### src/rtl/usb_arb_pkg.sv
// Shared types and header field layout for the USB TX arbiter and related stream blocks.
package usb_arb_pkg;

    typedef enum logic [1:0] {
        IDLE = 2'd0,
        HDR  = 2'd1,
        DATA = 2'd2
    } arb_state_t;

    // Header word layout: magic in the top byte, continuation flag, channel id.
    localparam int HDR_CONT_BIT = 8;
    localparam int HDR_ID_LSB   = 0;
    localparam int HDR_ID_W     = 8;
    localparam int HDR_MAGIC_W  = 8;

endpackage

### src/rtl/usb_rr_pick.sv
// Combinational rotating-priority picker: first asserted request above 'last', wrapping mod N.
module usb_rr_pick #(
    parameter int N = 4
) (
    input  logic [N-1:0]         req,
    input  logic [$clog2(N)-1:0] last,
    output logic [$clog2(N)-1:0] gnt_id,
    output logic                 any
);

    localparam int IW = $clog2(N);

    logic [IW-1:0] idx;

    // Walk from the farthest candidate back to last+1 so the nearest one overwrites.
    always_comb begin
        gnt_id = '0;
        any    = 1'b0;
        idx    = '0;
        for (int i = N; i >= 1; i--) begin
            idx = IW'((int'(last) + i) % N);
            if (req[idx]) begin
                gnt_id = idx;
                any    = 1'b1;
            end
        end
    end

endmodule

### src/rtl/usb_tx_arbiter.sv
// Packet-level round-robin arbiter sharing one TX stream among N requesters,
// prefixing every granted burst with a header word (magic, continuation, id).
module usb_tx_arbiter
    import usb_arb_pkg::*;
#(
    parameter int         N         = 4,
    parameter int         DW        = 64,
    parameter int         MAX_BEATS = 256,
    parameter logic [7:0] HDR_MAGIC = 8'hA5
) (
    input  logic                 clk,
    input  logic                 rstn,
    input  logic [N-1:0]         s_valid,
    output logic [N-1:0]         s_ready,
    input  logic [N*DW-1:0]      s_data,
    input  logic [N-1:0]         s_last,
    output logic                 m_valid,
    input  logic                 m_ready,
    output logic [DW-1:0]        m_data,
    output logic [$clog2(N)-1:0] grant_id,
    output logic                 busy
);

    localparam int IW = $clog2(N);
    localparam int CW = $clog2(MAX_BEATS + 1);

    arb_state_t    state_q;
    logic [IW-1:0] grant_q;
    logic [IW-1:0] last_q;
    logic [N-1:0]  cont_q;
    logic [CW-1:0] beat_q;
    logic          hdr_vld_q;
    logic [DW-1:0] hdr_data_q;

    logic [IW-1:0] pick_id;
    logic          pick_any;
    logic [DW-1:0] hdr_word_d;
    logic          in_data;
    logic          hs;

    usb_rr_pick #(.N(N)) u_pick (
        .req    (s_valid),
        .last   (last_q),
        .gnt_id (pick_id),
        .any    (pick_any)
    );

    // Header for the channel about to be granted; captured into a register on the IDLE->HDR step.
    always_comb begin
        hdr_word_d                              = '0;
        hdr_word_d[DW-1 -: HDR_MAGIC_W]         = HDR_MAGIC;
        hdr_word_d[HDR_CONT_BIT]                = cont_q[pick_id];
        hdr_word_d[HDR_ID_LSB +: HDR_ID_W]      = HDR_ID_W'(pick_id);
    end

    // Output muxing: registered header in HDR, straight pass-through of the granted channel in DATA.
    always_comb begin
        in_data  = (state_q == DATA);
        m_valid  = in_data ? s_valid[grant_q] : hdr_vld_q;
        m_data   = in_data ? s_data[grant_q*DW +: DW] : hdr_data_q;
        s_ready  = '0;
        if (in_data) s_ready[grant_q] = m_ready;
        hs       = m_valid & m_ready;
        busy     = (state_q != IDLE);
        grant_id = grant_q;
    end

    // Arbitration FSM, burst beat counter and per-channel continuation flags.
    always_ff @(posedge clk) begin
        if (!rstn) begin
            state_q    <= IDLE;
            grant_q    <= '0;
            last_q     <= IW'(N - 1);
            cont_q     <= '0;
            beat_q     <= '0;
            hdr_vld_q  <= 1'b0;
            hdr_data_q <= '0;
        end else begin
            case (state_q)
                IDLE: begin
                    if (pick_any) begin
                        grant_q    <= pick_id;
                        hdr_vld_q  <= 1'b1;
                        hdr_data_q <= hdr_word_d;
                        state_q    <= HDR;
                    end
                end
                HDR: begin
                    if (m_ready) begin
                        hdr_vld_q  <= 1'b0;
                        hdr_data_q <= '0;
                        beat_q     <= '0;
                        state_q    <= DATA;
                    end
                end
                DATA: begin
                    if (hs) begin
                        // A packet end at the beat limit closes the packet, so last is tested first.
                        if (s_last[grant_q]) begin
                            cont_q[grant_q] <= 1'b0;
                            last_q          <= grant_q;
                            state_q         <= IDLE;
                        end else if (beat_q == CW'(MAX_BEATS - 1)) begin
                            cont_q[grant_q] <= 1'b1;
                            last_q          <= grant_q;
                            state_q         <= IDLE;
                        end else begin
                            beat_q <= beat_q + 1'b1;
                        end
                    end
                end
                default: state_q <= IDLE;
            endcase
        end
    end

endmodule

### config.mk
export PLATFORM = sky130hd
export DESIGN_NAME = usb_tx_arbiter
export DESIGN_NICKNAME = d
export VERILOG_FILES = /design/src/rtl/usb_arb_pkg.sv /design/src/rtl/usb_rr_pick.sv /design/src/rtl/usb_tx_arbiter.sv
export SDC_FILE = /design/constraint.sdc
export NUM_CORES = 1
export LEC_CHECK = 0
export ABC_AREA = 1
export CAP_MARGIN = 5
export CORE_AREA = 10 10 124 126
export DETAILED_ROUTE_END_ITERATION = 10
export DIE_AREA = 0 0 134 136
export DONT_BUFFER_PORTS = 1
export PLACE_DENSITY = 0.37
export SETUP_SLACK_MARGIN = 0.05
export SLEW_MARGIN = 30
export SYNTH_ARGS = -nofsm -noshare
export SYNTH_HDL_FRONTEND = slang
export SYNTH_HIERARCHICAL = 1
export SYNTH_SLANG_ARGS = --single-unit
### constraint.sdc
create_clock -name clk -period 3.7 [get_ports clk]
set_clock_uncertainty 0.2 [all_clocks]
set_input_delay 0.37 -clock clk [delete_from_list [all_inputs] [get_ports clk]]
set_output_delay 0.37 -clock clk [all_outputs]
set_load 0.02 [all_outputs]
==> results of run 1 <==
[placed cells by master, fill, tap and decap left out]
master and count:
sky130_fd_sc_hd__nand2_1 118, sky130_fd_sc_hd__a22oi_1 116, sky130_fd_sc_hd__a21oi_1 78, sky130_fd_sc_hd__nor2_1 28, sky130_fd_sc_hd__dfxtp_1 23, sky130_fd_sc_hd__nand3_1 21, sky130_fd_sc_hd__inv_1 18, sky130_fd_sc_hd__nand2_2 13
sky130_fd_sc_hd__inv_2 6, sky130_fd_sc_hd__nand4_1 6, sky130_fd_sc_hd__nand2_4 6, sky130_fd_sc_hd__o21ai_0 5, sky130_fd_sc_hd__or2_2 4, sky130_fd_sc_hd__buf_4 4, sky130_fd_sc_hd__nor2_4 3, sky130_fd_sc_hd__o211ai_1 3
sky130_fd_sc_hd__clkbuf_16 3, sky130_fd_sc_hd__buf_12 3, sky130_fd_sc_hd__inv_8 2, sky130_fd_sc_hd__a41oi_1 2, sky130_fd_sc_hd__nand3_2 2, sky130_fd_sc_hd__ha_1 2, sky130_fd_sc_hd__nor3_1 1, sky130_fd_sc_hd__nor2_8 1
sky130_fd_sc_hd__clkinv_1 1, sky130_fd_sc_hd__o32ai_1 1, sky130_fd_sc_hd__nand3b_1 1, sky130_fd_sc_hd__clkbuf_1 1, sky130_fd_sc_hd__o21ai_2 1, sky130_fd_sc_hd__and2_4 1, sky130_fd_sc_hd__nor2_2 1
[cells by family after synthesis]
kind of cell               after synthesis  synth area share [%]
buffers and inverters                   70                  11.6
and+or+nand+nor                        206                  30.4
DFF                                     23                  14.6
adders and majority gates                2                 0.794
AOI/OAI and AO/OA                      206                  42.6
[power by group through the flow]
stage,combinational (W),sequential (W),clock [W]
final,0.000819,0.000332,0.000240
after global routing,0.000898,0.000339,0.000262
after CTS,0.000828,0.000332,0.000248
after detailed placement,0.000826,0.000338,0
after global placement,0.000814,0.000336,0
after floorplan,0.000710,0.000319,0
[cell type report]
| cell class | count | share of cell area, % |
|---|---|---|
| sequential | 23 | 13.9 |
| timing repair buffer | 7 | 2.73 |
| multi-input combinational | 414 | 70.7 |
| clock buffer | 4 | 2.39 |
| tap | 176 | 6.67 |
| inverter | 27 | 3.53 |
[worst paths after layout]
check	from	end	slack, ps	cells past startpoint
max	grant_id[0]	m_data[0]	430	5
min	rstn	state_q[1]	20	2
max reg2reg	grant_id[0]	flop	1390	6
min reg2reg	hdr_data_q[1]	hdr_data_q[1]	270	2
[routing by layer]
layer | vias to the layer above | part of all wire, % | track usage, %
met5 | - | 0 | 0
met4 | 0 | 2.5 | 4.84
met3 | 26 | 10 | 5.72
met2 | 229 | 50 | 28.2
met1 | 1840 | 38 | 19.0
li1 | 1765 | - | -
[metrics by stage]
step                      instances  util, %
after floorplan                 507        -
after global placement          647     24.8
after detailed placement        647     24.8
after CTS                       651     25.4
after global routing            651     25.4
final                           651     25.4
==> results.txt, run 1 <==
In this run the tightest slew margin relative to its limit is 48.1%. In the final layout, the share of cells above drive strength 1 is 10.5%. The number of global-route vias before repair came to about 3500. The via count is 3860. In this run the worst path has a maximum fanout of 37. After filler insertion, the fill cell instance count of the layout stands at 1481. The clock latency reported for the late side of the worst-skew pair came out at 260 ps. The fraction of power spent switching nets is roughly 52%. The area enclosed by the die boundary is roughly 0.018 mm². The number of nets in the synthesized netlist is 776. The overall routed net length came out at 17200 µm. The post-CTS resize count came out at 0.

STA classifies the critical path endpoint as an output port. Power comes to 0.00139 W. During placement, the flow inserted port buffers numbering 0.

The maximum number of pins on one net before global-route repair is between 60 and 70. The static power due to leakage came out at 1.16 nW. The initial core utilization is 24.3%.

Compared with the post-synthesis result, the final layout area differs by 4.68%. The register bit total from synthesis is 23. The flow ran to the end, and the final reports show no timing, DRC or antenna violations. The cell with the largest stage delay on the worst path is sky130_fd_sc_hd__dfxtp_1. The number of antenna violations at the first check in global routing is 0.

The placed wire-length estimate is between 10000 and 15000 µm. The I/O pin count came out at 339. Registers are responsible for 23.9% of the overall power. The launching element type of the critical path is a flop. The final critical path time including I/O delays and setup came out at ~3300 ps. The fraction of post-synthesis cell area in the top cell type by area came out at 27.6%. Among cell families on the critical path, the largest total delay comes from flip-flops.

For this run, the leading register cell type out of synthesis is sky130_fd_sc_hd__dfxtp_1. In this run, the clock network consumes between 15 and 20% of the power. The area of the multi-input gates is 0.00233 mm². The arrival time of data at the critical path endpoint is 2700 ps. Buffers inserted during clock tree synthesis total 3. In this design, the stage delay of the slowest critical-path cell is 830 ps. The final setup slack of the worst path is 428 ps. In the synthesized netlist the async set-or-reset flop fraction comes to 0%. Counting both buffers and inverters, the worst setup path holds a total of 2. The count of antenna diodes in the layout is 0. The count of nets after finishing is between 700 and 800. The footprint of the flip-flops and latches is 460 µm². Clock-pin slew was measured on the worst setup and hold paths at 60 ps. The data required time at the worst endpoint is 3130 ps.

The number of different library cells in the post-synthesis netlist came out at 33. Counting instances in the post-synthesis netlist gives the leading cell types as sky130_fd_sc_hd__nand2_1 (118), sky130_fd_sc_hd__a22oi_1 (116), sky130_fd_sc_hd__a21oi_1 (78). The highest achievable clock rate is 306 MHz. The most frequently used cell type in the post-synthesis netlist is sky130_fd_sc_hd__nand2_1. Walking the worst path, the cells encountered are nand2_1 -> inv_2 -> buf_12 -> nand2_1 -> a41oi_1.

The max-slew violation count is 0. The number of iterations in the first detailed-routing pass came out at 7. After routing the design area is 0.00330 mm². The number of hold buffers added after cts is 0. In this run the worst hold path is classified as input pin to flop.

The area of the mapped netlist is between 0.003 and 0.004 mm². The number of DRC violations after detailed routing came out at 0. The buffers inserted during post-CTS setup optimization came out at 0. The buffer levels on the longest clock path came out at 2. The die extent in y came out at 136 µm.

The final antenna-violating net count is 0. The placer's final routability congestion estimate came out at 0.968. The count of endpoints failing hold in the final timing report came out at 0. The worst supply voltage drop on vdd is 0.178 mV.

The die is 134 µm wide. Dividing the detail-routed wire length by the instance count gives 26.4 µm. Counting flops with a built-in enable in the synthesized netlist gives 0.

By area the synthesized netlist is led by sky130_fd_sc_hd__a22oi_1 (28%), sky130_fd_sc_hd__dfxtp_1 (15%), sky130_fd_sc_hd__nand2_1 (14%). The synthesized netlist cell count is 507. The tool flagged a number of max-cap violations equal to 0. Across all hold checks on the routed design, the worst slack comes to 15.9 ps. Setup violations remaining at the end of the flow were counted as 0.

The critical path class is flop to output port. The combinational share of power came out at between 50 and 60%. The total global routing track utilization came out at 16.5%. After synthesis, the mean cell area works out to 6.22 µm². Setup repair after global routing left no endpoint under its margin. The power density of the placed cells is between 400 and 500 mW/mm². The clock net in this run drives a total of 23 sinks. At the pin with the least slew margin, the transition time is 777 ps.

Of the available clock period, the critical path in the final layout requires 88.4%. After detailed placement, the total cell area comes to 0.00322 mm². The cell sitting at the root of the clock tree is a sky130_fd_sc_hd__clkbuf_16. Summed over all instances, the cell type with the most area after synthesis is sky130_fd_sc_hd__a22oi_1.

The sequential cell area fraction in the yosys report came out at 14.6%. The worst slack at placement is 657 ps. The number of warning messages in the yosys log is 6. After the first detailed-routing iteration, the DRC count stood at 274. The total overflow left after global routing is 0. The area of the core region came out at 0.0130 mm².

The wire length of the first global-routing pass came out at 23600 µm. By instance count, the cell type seen most on the critical path is sky130_fd_sc_hd__nand2_1. The number of rows created at floorplan is 42. The routed via count divided by cell count is 5.93. In this run the number of H-tree levels came out at 1. Adding up every negative setup slack in the final design gives 0 ps. TritonCTS built the clock tree. The internal cell power is 0.000664 W. The net load switching power is 0.000728 W.
Note: power is estimated with default switching activity, not from simulation.
==> run 2, diff against run 1 <==
--- a/constraint.sdc
+++ b/constraint.sdc
@@ -4,2 +4,2 @@
 set_output_delay 0.37 -clock clk [all_outputs]
-set_load 0.02 [all_outputs]
+set_load 0.1 [all_outputs]
==> results.txt, run 2 (synthesis gave the netlist of run 1 again) <==
The sink count of the clock tree is 23. The clock transition at the registers of the reported paths is 60 ps. The global-route track usage on met1 is 19.1%. The first global-routing pass estimated 24800 µm of wire. The layer carrying the most global-route usage is met2. The count of port buffers added during placement is 0. After clock tree synthesis, the setup repair step added 0 buffers. The area enclosed by the die boundary is 0.0182 mm². The die extent in y came out at 136 µm. The count of endpoints failing hold in the final timing report is 0. The startpoint identified for the worst hold timing path is rstn. Entering global routing, the biggest net connects 44 pins. In the layout the commonest cells are sky130_fd_sc_hd__nand2_1 (118), sky130_fd_sc_hd__a22oi_1 (116), sky130_fd_sc_hd__a21oi_2 (57).

The post-route netlist has 34.0% of its cells at a drive strength greater than 1. The violation count after the first detailed-route iteration came out at around 340. The detailed-route wire length per cell is 24.1 µm. The via count came out at 4076. The number of iterations in the first detailed-routing pass came out at 5.

The worst setup path is captured at an output port. The slew of the pin with the lowest slew margin is 706 ps. The total design power is around 0.0025 W.

The area of the multi-input gates is between 0.002 and 0.003 mm². The placed wire-length estimate is 14500 µm. The number of rows created at floorplan came out at 42. The launching element type of the critical path is a flop. The final layout contains routed wiring with a total length of 17500 µm. The clock latency reported for the late side of the worst-skew pair came out at 260 ps. The worst hold slack is 13.0 ps. The number of antenna violations at the first check in global routing is 2. Registers take ~460 µm².

The leftover overflow at the end of global routing came out at 0. The run finished with clean final reports. The class of the tightest hold or removal check is input pin to flop. The number of hold buffers added after cts came out at 0. The max-slew violation count came out at 0. The post-route clock period utilization came out at 78.0%. The final antenna-violating net count is 0. The highest achievable clock rate is about 350 MHz. The post-CTS resize count is 0. The number of DRC violations after detailed routing is 0. The number of clock buffers inserted by TritonCTS came out at 3.

The data required time at the worst endpoint came out at ~3100 ps. Leaving out fill and tap cells, the most frequent cell in the layout is sky130_fd_sc_hd__nand2_1. The total placed cells including tap cells is roughly 720. The arrival time of data at the critical path endpoint came out at 2310 ps. The fill cell total of the finished layout is 1387. 0 antenna diodes ended up in the layout. Dividing the detail-routed via count by the number of cells gives 5.64. The placer's final routability congestion estimate came out at 0.876. The critical path in this run is classified as flop to output port. Compared with the post-synthesis result, the final layout area differs by 44.5%.

The met3 capacity usage during global routing is 6.09%. Setup violations remaining at the end of the flow were counted as 0. The largest fanout of any net on the critical path came out at 32. The total global routing track utilization came out at between 15 and 20%. The clock root buffer master is sky130_fd_sc_hd__clkbuf_16. The worst supply voltage drop on vdd came out at 0.256 mV. The I/O pin count is between 300 and 400. The area of the core region came out at around 0.013 mm². The worst slew margin relative to its limit came out at 52.9%. The die span in x is 134 µm. Global routing used 30.1% of the available met2 tracks. The count of nets after finishing came out at 817. Tracing the worst setup path back leads to its startpoint at grant_id[1]. The power density of the placed cells is roughly 540 mW/mm². Excluding fillers, the count of instances in the completed layout stands at 723. In the final timing run, aggregate negative setup slack is 0 ps. The buffer levels on the longest clock path came out at 2. The initial core utilization came out at roughly 24%. The launch instance of the worst register-to-register path is state_q[1].

Setup repair after global routing left no endpoint under its margin. In this run the static leakage power is 1.65 nW. The clock period could shrink to 2880 ps. Max-cap violations in this run came to 0. The number of global-route vias before repair is 3852. The H-tree depth came out at 1. TritonCTS built the clock tree.
-- run 2: cell count changes in the layout (fill, tap and decap cells not counted), moves of 2 or more --
cell,delta
sky130_fd_sc_hd__buf_4,+35
sky130_fd_sc_hd__nor2_2,+3
sky130_fd_sc_hd__a21oi_1,-57
sky130_fd_sc_hd__a41oi_2,+2
sky130_fd_sc_hd__buf_12,+36
sky130_fd_sc_hd__a41oi_1,-2
sky130_fd_sc_hd__a21oi_2,+57
sky130_fd_sc_hd__nor2_1,-3
-- run 2: per-layer routing --
layer / vias to the layer above / part of all wire [%]
li1: 1910 / -
met2: 189 / 52
met5: - / 0.15
met4: 4 / 1.4
met3: 18 / 9.1
met1: 1955 / 37
-- run 2: path summary, 6_finish.rpt --
path | slack [ps] | cells past startpoint | end
worst max register to register | 1410 | 10 | beat_q[6]
worst max-delay path | 820 | 5 | m_data[35]
worst min-delay path | 10 | 1 | last_q[0]
worst min register to register | 270 | 2 | hdr_data_q[61]
-- run 2: through the flow --
stage	cell area (µm²)	utilization, %	setup slack, ps
2_1_floorplan	3380	-	104
3_3_place_gp	4480	34.5	1150
3_5_place_dp	4480	34.5	1090
4_1_cts	4560	35.1	813
5_1_grt	4560	35.1	668
6_report	4560	35.1	815
-- run 2: report_power, final --
part           leakage, nW  internal (W)  switching [W]
Clock               0.0382      0.000147      0.0000965
Sequential           0.188      0.000286      0.0000389
Combinational         1.43      0.000526        0.00137
-- run 2: area by class of cell --
class,instances,share of cell area [%]
timing repair buffer,79,24.2
inverter,27,2.58
multi-input combinational,414,56.6
clock buffer,4,1.73
tap,176,4.83
sequential,23,10.1
-- run 2: critical path, stage by stage, from the launching register on --
cell and delay [ps]:
sky130_fd_sc_hd__dfxtp_1 390, sky130_fd_sc_hd__nor2_4 500, sky130_fd_sc_hd__buf_4 440, sky130_fd_sc_hd__a22oi_1 230
sky130_fd_sc_hd__a21oi_2 170, sky130_fd_sc_hd__buf_4 300
==> run 3, diff against run 2 <==
- clock period: 3.7 -> 2.9 ns (I/O delays scaled with it)
==> results.txt, run 3 (synthesis gave the netlist of run 1 again) <==
The CTS tree is done. The initial core utilization came out at 24.3%. The final layout contains routed wiring with a total length of 18700 µm.

The maximum number of pins on one net before global-route repair is 67. The total overflow left after global routing is 0. The total global routing track utilization came out at 18.4%. The combinational share of power came out at 79.0%. Summed over all cells, the static leakage comes to ~1.8 nW. The buffers inserted during post-CTS setup optimization came out at 0. The routed via count divided by cell count is 5.64.

Cells fill between 40% and 50% of the core in the end. The die extent in y came out at around 140 µm. The number of hold buffers added after cts came out at 1. The number of antenna violations at the first check in global routing came out at 2. The worst slack at placement came out at approximately 530 ps. In this run the worst hold path is classified as input pin to flop.

The wire length of the first global-routing pass came out at 26300 µm. The detailed-route wire length per cell is 25.8 µm. Setup repair after global routing left no endpoint under its margin. The proportion of power drawn by the clock network is 8.8%. The power density of the placed cells is 653 mW/mm². The internal portion of the total power is 0.00139 W.

The highest achievable clock rate came out at 379 MHz. The setup TNS after final layout came out at 0 ps. The placer's final routability congestion estimate is 0.850. The signal on the critical path passes through nand2_1 -> inv_2 -> buf_12 -> a22oi_1 -> a21oi_4 -> buf_12. The number of DRC violations after detailed routing came out at 0. The final antenna-violating net count is 0. The via count came out at 4092. The number of rows created at floorplan came out at 42.

In this design, the largest share of critical-path delay is due to buffers and inverters. At the worst endpoint, the required time is around 2400 ps. In this run the worst path has a maximum fanout of 44. The cell type with the highest occurrence count on the critical path is sky130_fd_sc_hd__buf_12. In the layout the commonest cells are sky130_fd_sc_hd__nand2_1 (118), sky130_fd_sc_hd__a22oi_1 (116), sky130_fd_sc_hd__buf_12 (68).

The most common library cell in the layout ignoring fill and taps is sky130_fd_sc_hd__nand2_1. The fraction of power spent switching nets is 59.7%. The total buffers and inverters traversed by the critical path came out at 3. Setup violations remaining at the end of the flow were counted as 0.

The worst slew margin relative to its limit came out at 58.2%. The area of the core region is 0.0130 mm². The worst setup path is of the flop to output port kind.

Post-CTS repair changed the size of 0 cells. From synthesis to final layout, the design area changed by 67.7%. The arrival time of data at the critical path endpoint came out at 2150 ps.

The final layout contains just over 800 nets. The fraction of layout instances using a drive strength above 1 came out at 34.2%. Counting along the longest clock path gives a buffer depth of 2. The count of port buffers added during placement is 0.

The sink count of the clock tree came out at 23. The max-slew violation count came out at 0. In this run the number of H-tree levels came out at 1. The number of clock buffers inserted by TritonCTS is 3. The clock latency reported for the late side of the worst-skew pair is approximately 260 ps. The area enclosed by the die boundary came out at 0.0182 mm². After legalization and detailed placement, the total HPWL measured 16000 µm. The post-route clock period utilization is 90.9%. The slew of the pin with the lowest slew margin is between 600 and 700 ps. The die span in x came out at 134 µm. The kind of end point of the critical path is an output port. The flow ran to the end, and the final reports show no timing, DRC or antenna violations. The sequential share of power is 12.2%. For this run, the slowest stage of the critical path takes 530 ps. The root buffer cell chosen for the clock tree is sky130_fd_sc_hd__clkbuf_16.

The worst setup path is launched from a flop. The number of iterations in the first detailed-routing pass came out at 6. The count of endpoints failing hold in the final timing report is 0. Across the run, the number of max-cap violations was 0. The worst supply voltage drop on vdd came out at 0.318 mV. The clock transition at the registers of the reported paths is 60 ps. The final setup slack of the worst path is about 260 ps.

The final critical path time including I/O delays and setup is 2640 ps. The number of global-route vias before repair was 3876. The net load switching power came out at 0.00206 W.

The cell with the largest stage delay on the worst path is sky130_fd_sc_hd__dfxtp_2. The violation count after the first detailed-route iteration is 275. The I/O pin count is around 340.
run 3: layout make-up:
class,instances,area [µm²]
Sequential cell,23,463
Fill cell,1328,7690
Clock buffer,4,78.8
Multi-Input combinational cell,414,2940
Inverter,27,119
Antenna cell,1,2.50
Tap cell,176,220
Timing Repair Buffer,81,1460
run 3: through the flow:
step                power [W]  cells  hold WS (ps)  instance area (µm²)
floorplan             0.00238    507           211                 3750
global placement      0.00316    720           199                 5200
detailed placement    0.00317    720           201                 5200
CTS                   0.00349    725          80.7                 5290
global route          0.00360    725          88.9                 5290
finish                0.00345    726          83.8                 5290
run 3: power by group through the flow:
stage | Clock (W) | Combinational (W) | Sequential [W]
final | 0.000304 | 0.00273 | 0.000420
after global routing | 0.000326 | 0.00285 | 0.000426
after CTS | 0.000313 | 0.00276 | 0.000418
after detailed placement | 0 | 0.00275 | 0.000426
after global placement | 0 | 0.00274 | 0.000423
after floorplan | 0 | 0.00195 | 0.000427
run 3: layer usage:
metal / up-vias / track usage [%] / wire length [µm]
met5: - / 0 / 0
met3: 16 / 5.28 / 1600
met4: 0 / 2.96 / 225
met2: 190 / 32.7 / 9680
li1: 1919 / - / -
met1: 1967 / 21.7 / 7200
run 3: final timing paths:
kind         slack [ps]      startpoint  cells past startpoint        endpoint
min                  80            rstn                      2     grant_id[1]
max                 260     grant_id[0]                      6      m_data[42]
min reg2reg         270  hdr_data_q[61]                      2  hdr_data_q[61]
max reg2reg         600       beat_q[0]                     13            flop
